--- src/rtl/controle_player_pkg.sv ---
// Shared state encoding and track-index wrap helpers for the player controller.
package controle_player_pkg;

  localparam int unsigned ESTADO_W = 2;

  typedef enum logic [ESTADO_W-1:0] {
    ST_STOP  = 2'b00,
    ST_PLAY  = 2'b01,
    ST_PAUSE = 2'b10
  } estado_t;

  // Out-of-range indices fold back into 0..n-1 so the selector can never stick outside it.
  function automatic int unsigned wrap_inc(input int unsigned v, input int unsigned n);
    return (v + 1 >= n) ? 0 : v + 1;
  endfunction

  function automatic int unsigned wrap_dec(input int unsigned v, input int unsigned n);
    return (v == 0 || v >= n) ? n - 1 : v - 1;
  endfunction

endpackage

--- src/rtl/gera_pulso.sv ---
// Rising-edge detector: two flops, one-cycle pulse on a low-to-high input transition.
module gera_pulso (
  input  logic clk,
  input  logic rst,
  input  logic button,
  output logic pulso
);

  logic q1_q, q2_q;
  logic q1_d, q2_d;

  always_comb begin
    q1_d = button;
    q2_d = q1_q;
  end

  always_ff @(posedge clk) begin
    if (rst) begin
      q1_q <= 1'b0;
      q2_q <= 1'b0;
    end else begin
      q1_q <= q1_d;
      q2_q <= q2_d;
    end
  end

  assign pulso = q1_q & ~q2_q;

endmodule

--- src/rtl/controle_player.sv ---
// Player control FSM (STOP/PLAY/PAUSE) with track selection and post-reset holdoff.
// Define CONTROLE_AUTO_AVANCO_EN to make end-of-track advance to the next track instead of stopping.
module controle_player
  import controle_player_pkg::*;
#(
  parameter int N_SRC    = 2,
  parameter int N_FAIXAS = 4,
  parameter int HOLDOFF  = 255,
  localparam int SEL_W   = (N_FAIXAS > 1) ? $clog2(N_FAIXAS) : 1
) (
  input  logic             clk_placa,
  input  logic             rst,
  input  logic [N_SRC-1:0] stop_in,
  input  logic [N_SRC-1:0] play_in,
  input  logic [N_SRC-1:0] next_in,
  input  logic [N_SRC-1:0] prev_in,
  input  logic             fim_faixa,
  output logic             stop_out,
  output logic             play_out,
  output logic [SEL_W-1:0] sel_out,
  output logic [1:0]       estado_out,
  output logic             troca_out,
  output logic             pronto
);

  localparam int N_DET = 4 * N_SRC + 1;
  localparam int HO_W  = $clog2(HOLDOFF + 1);

  logic [N_DET-1:0] raw, pulso;
  logic stop_p, play_p, next_p, prev_p, fim_p;

  assign raw = {fim_faixa, prev_in, next_in, play_in, stop_in};

  for (genvar gi = 0; gi < N_DET; gi++) begin : g_det
    gera_pulso u_det (
      .clk    (clk_placa),
      .rst    (rst),
      .button (raw[gi]),
      .pulso  (pulso[gi])
    );
  end

  assign stop_p = |pulso[0       +: N_SRC];
  assign play_p = |pulso[N_SRC   +: N_SRC];
  assign next_p = |pulso[2*N_SRC +: N_SRC];
  assign prev_p = |pulso[3*N_SRC +: N_SRC];
  assign fim_p  = pulso[4*N_SRC];

  estado_t          estado_q, estado_d;
  logic [SEL_W-1:0] sel_q, sel_d;
  logic             troca_q, troca_d;
  logic             stop_q, stop_d;
  logic             play_q, play_d;
  logic [HO_W-1:0]  cnt_q, cnt_d;
  logic             pronto_q, pronto_d;
  logic [SEL_W-1:0] sel_inc, sel_dec;

  assign sel_inc = SEL_W'(wrap_inc(32'(sel_q), N_FAIXAS));
  assign sel_dec = SEL_W'(wrap_dec(32'(sel_q), N_FAIXAS));

  always_comb begin
    cnt_d    = (cnt_q == HO_W'(HOLDOFF)) ? cnt_q : cnt_q + 1'b1;
    pronto_d = (cnt_d == HO_W'(HOLDOFF));
    estado_d = estado_q;
    sel_d    = sel_q;
    troca_d  = 1'b0;

    // Only the highest-priority pending command acts; lower ones are dropped for this cycle.
    if (pronto_q) begin
      if (stop_p) begin
        estado_d = ST_STOP;
      end else if (play_p) begin
        case (estado_q)
          ST_STOP:  estado_d = ST_PLAY;
          ST_PLAY:  estado_d = ST_PAUSE;
          ST_PAUSE: estado_d = ST_PLAY;
          default:  estado_d = ST_STOP;
        endcase
      end else if (next_p | prev_p) begin
        if (next_p ^ prev_p) begin
          sel_d   = next_p ? sel_inc : sel_dec;
          troca_d = 1'b1;
        end
      end else if (fim_p && estado_q == ST_PLAY) begin
`ifdef CONTROLE_AUTO_AVANCO_EN
        sel_d   = sel_inc;
        troca_d = 1'b1;
`else
        estado_d = ST_STOP;
`endif
      end
    end

    case (estado_q)
      ST_STOP, ST_PLAY, ST_PAUSE: ;
      default: estado_d = ST_STOP;
    endcase

    stop_d = (estado_d == ST_STOP);
    play_d = (estado_d == ST_PLAY);
  end

  always_ff @(posedge clk_placa) begin
    if (rst) begin
      estado_q <= ST_STOP;
      sel_q    <= '0;
      troca_q  <= 1'b0;
      stop_q   <= 1'b1;
      play_q   <= 1'b0;
      cnt_q    <= '0;
      pronto_q <= 1'b0;
    end else begin
      estado_q <= estado_d;
      sel_q    <= sel_d;
      troca_q  <= troca_d;
      stop_q   <= stop_d;
      play_q   <= play_d;
      cnt_q    <= cnt_d;
      pronto_q <= pronto_d;
    end
  end

  assign stop_out   = stop_q;
  assign play_out   = play_q;
  assign sel_out    = sel_q;
  assign estado_out = estado_q;
  assign troca_out  = troca_q;
  assign pronto     = pronto_q;

endmodule

--- config.mk ---
export PLATFORM = sky130hd
export DESIGN_NAME = controle_player
export DESIGN_NICKNAME = d
export VERILOG_FILES = /design/src/rtl/controle_player_pkg.sv /design/src/rtl/gera_pulso.sv /design/src/rtl/controle_player.sv
export SDC_FILE = /design/constraint.sdc
export NUM_CORES = 1
export LEC_CHECK = 0
export CORE_ASPECT_RATIO = 0.6
export CORE_MARGIN = 3
export CORE_UTILIZATION = 35
export CTS_CLUSTER_DIAMETER = 30
export CTS_CLUSTER_SIZE = 24
export DETAILED_ROUTE_END_ITERATION = 10
export GPL_TIMING_DRIVEN = 0
export PLACE_DENSITY_LB_ADDON = 0.1
export SLEW_MARGIN = 20
export SYNTH_ARGS = -nofsm -noshare
export SYNTH_HDL_FRONTEND = slang
export SYNTH_HIERARCHICAL = 1
export SYNTH_SLANG_ARGS = --single-unit
export TNS_END_PERCENT = 20
--- constraint.sdc ---
create_clock -name clk_placa -period 1.66 [get_ports clk_placa]
set_clock_uncertainty 0.05 [all_clocks]
set_input_delay 0.249 -clock clk_placa [delete_from_list [all_inputs] [get_ports clk_placa]]
set_output_delay 0.249 -clock clk_placa [all_outputs]
set_load 0.02 [all_outputs]
==> impl_metrics.ini <==
[timing]
finalSetupViolCount = 1
drv_slew = 0
hold_viol = 0
fin_crit_ps = 1676
max_freq_mhz = 596.7
min_period_over_period_pct = 100.9
slew_headroom_pct = 39.63
fin_ws_ps = -15.75
hold-worst-slack_ps = 412.5
worst_slew_pin_slew_ps = 905.6
rsz0062_at_grt = yes

[yosys]
syn-cell-area_sq_um = 1410
ys_seq_elements = 34
synth_fp_nets = 159
synthCells = 144
syn-mean-instance-area_sq_um = 9.792
ys_types = 38
synth_ff_type = dfxtp_1
synth_edf_count = 0
ys_seq_area_share_pct = 48.27
synth_async_sr_flop_share_pct = 0
yosys_warnings = 6

[power_and_ir_drop]
finalPower_uw = 1691
p_sw_uw = 360.8
ir_drop_v = 0.0004130
power.density_nw_per_um2 = 920.7
p_int_uw = 1330
seqPwrFrac_pct = 50.9
switching_share_pct = 21.33
p_leak_uw = 0.0007267
clkPwrFrac_pct = 41.9
p_comb_share_pct = 7.2

[final_layout]
multi_input_area_sq_um = 723.2
final_core_util_pct = 48.79
syn2layout_area_growth_pct = 30.26
nNetsFinal = 187
layout_common_cells = dfxtp_1 (31), nor2b_1 (18), clkdlybuf4s50_1 (14)
final_common_cell = dfxtp_1
seqCellArea_sq_um = 689.4
fill_cells = 365
final_layout_size_suffix_gt1_share_pct = 23.12
design_area_sq_um = 1837
diodes = 0

[clocking]
h-tree-depth = 2
tritoncts = done
cts_made_buffers = 5
worstSkewPairLatency_ps = 290
cts.sinks = 34
max-clock-path-buffers = 2
path_clk_slew_ps = 70
ctsRootBufferMaster = clkbuf_8

[route]
antenna_left = 0
num_vias = 1097
routed_wirelength_um = 2831
drt-initial-drc-count = 68
via_per_inst = 4.986
drtPass1Iterations = 4
avgRoutedWirePerCell_um = 12.87
drc = 0

[run]
cap_violations = 0

[die]
fp.dieW_um = 87.95
std_cell_rows = 17
dieArea_sq_um = 4851
die-height_um = 55.17
boundaryPins = 19
coreArea_sq_um = 3765
start_util_pct = 37.45

[grt]
grt_overflow_total = 0
grt_pass1_wl_um = 4512
grt_pass1_vias = 925
antenna_found_initial = 0
grt.total_usage_pct = 13.12
grt_max_degree = 25

[critical_path]
worstSetupPathType = flop to flop
required_ps = 1770
startpoint_type = flop
arrival_ps = 1780
crit_path_end_kind = flop
r2r_setup_slack_ps = -20
cp_max_fo = 4

[worst_hold_path]
hold_class = flop to flop

[place]
pre_cts_slack_ps = -500.5
hpwl_um = 1920
io_buffer_count = 18
gp_congestion = 0.8107
dpl_cell_area_sq_um = 1649

[outcome]
status = finished with violations
violations = negative setup slack
==> repair_timing <==
| item | 4_1_cts | 5_1_grt |
|---|---|---|
| buffers inserted | 0 | 3 |
| endpoints found under the hold margin | 0 | 0 |
| hold buffers | 0 | 0 |
| endpoints found under the setup margin | 13 | 10 |
| pin swaps | 4 | 6 |
| gates cloned | 0 | 0 |
| resized for setup | 6 | 14 |
==> routing by layer <==
metal / track usage, % / vias up / share of wire [%]
met5: 0 / - / 0
met4: 7.143 / 0 / 2.2
met3: 5.621 / 8 / 6.3
met2: 17.00 / 23 / 39
met1: 17.99 / 513 / 52
li1: - / 553 / -
==> logic make-up after synthesis <==
group	share of synthesized area (%)
multiplexers	1.420
adder cells (fa/ha/maj)	3.549
buffers and inverters	3.105
XOR/XNOR	1.864
AO/OA/AOI/OAI	11.09
flip-flops	48.27
AND/OR/NAND/NOR	30.70
==> power groups by stage <==
stage          Clock, uW  Sequential, uW  Combinational, uW
2_1_floorplan          0             872               63.7
3_5_place_dp           0             876                109
4_1_cts              730             861                113
3_3_place_gp           0             876                106
5_1_grt              763             864                133
6_report             709             861                122
==> state kept, by name, summed over array words and instances, names as in the netlist, 2 cells and up <==
signal / count
estado_out: 2
sel_out: 2
cnt_q: 8
g_det.u_det/q1_q: 9
g_det.u_det/q2_q: 9
==> critical path: stages (launching register included) <==
cell      delay, ps
dfxtp_2         320
nor2b_4         120
or4_4           570
nor3_4          280
buf_4           160
a211oi_2         50
==> Yosys cell counts (2+ instances only) <==
| master | instances | area, sq um |
|---|---|---|
| dfxtp_1 | 34 | 680.7 |
| nor2b_1 | 18 | 112.6 |
| nor2_1 | 10 | 37.54 |
| nand2_1 | 9 | 33.78 |
| nor2b_2 | 9 | 78.83 |
| a21oi_1 | 7 | 35.03 |
| ha_1 | 4 | 50.05 |
| inv_1 | 4 | 15.01 |
| nand3_1 | 4 | 20.02 |
| o21ai_0 | 4 | 20.02 |
| a31oi_1 | 3 | 18.77 |
| nand4_1 | 3 | 18.77 |
| and3_1 | 2 | 12.51 |
| buf_2 | 2 | 10.01 |
| buf_4 | 2 | 15.01 |
| mux2i_1 | 2 | 20.02 |
| nor3_1 | 2 | 10.01 |
| nor3b_1 | 2 | 15.01 |
| nor4_1 | 2 | 12.51 |
| o2111ai_1 | 2 | 17.52 |
| xnor2_1 | 2 | 17.52 |
==> worst paths after layout <==
| kind | start | to | cells after the start |
|---|---|---|---|
| max | g_det[1].u_det/q1_q | sel_out[0] | 5 |
| min | g_det[0].u_det/q1_q | g_det[0].u_det/q2_q | 1 |
| max reg2reg | g_det[1].u_det/q1_q | sel_out[0] | 5 |
| min reg2reg | g_det[0].u_det/q1_q | g_det[0].u_det/q2_q | 1 |
==> layout make-up <==
| class | count | area share (%) |
|---|---|---|
| Inverter | 4 | 0.8174 |
| Clock buffer | 8 | 5.995 |
| Tap cell | 47 | 3.202 |
| Sequential cell | 34 | 37.53 |
| Multi-Input combinational cell | 101 | 39.37 |
| Buffer | 5 | 1.703 |
| Timing Repair Buffer | 21 | 11.38 |
==> stage by stage <==
| stage | cells | TNS (ps) |
|---|---|---|
| detailed placement | 209 | -5523 |
| finish | 220 | -15.75 |
| floorplan | 144 | 0 |
| global placement | 209 | -5362 |
| global route | 220 | -262.4 |
| CTS | 217 | -128.5 |
No activity file was read; power rests on OpenSTA's default activity.
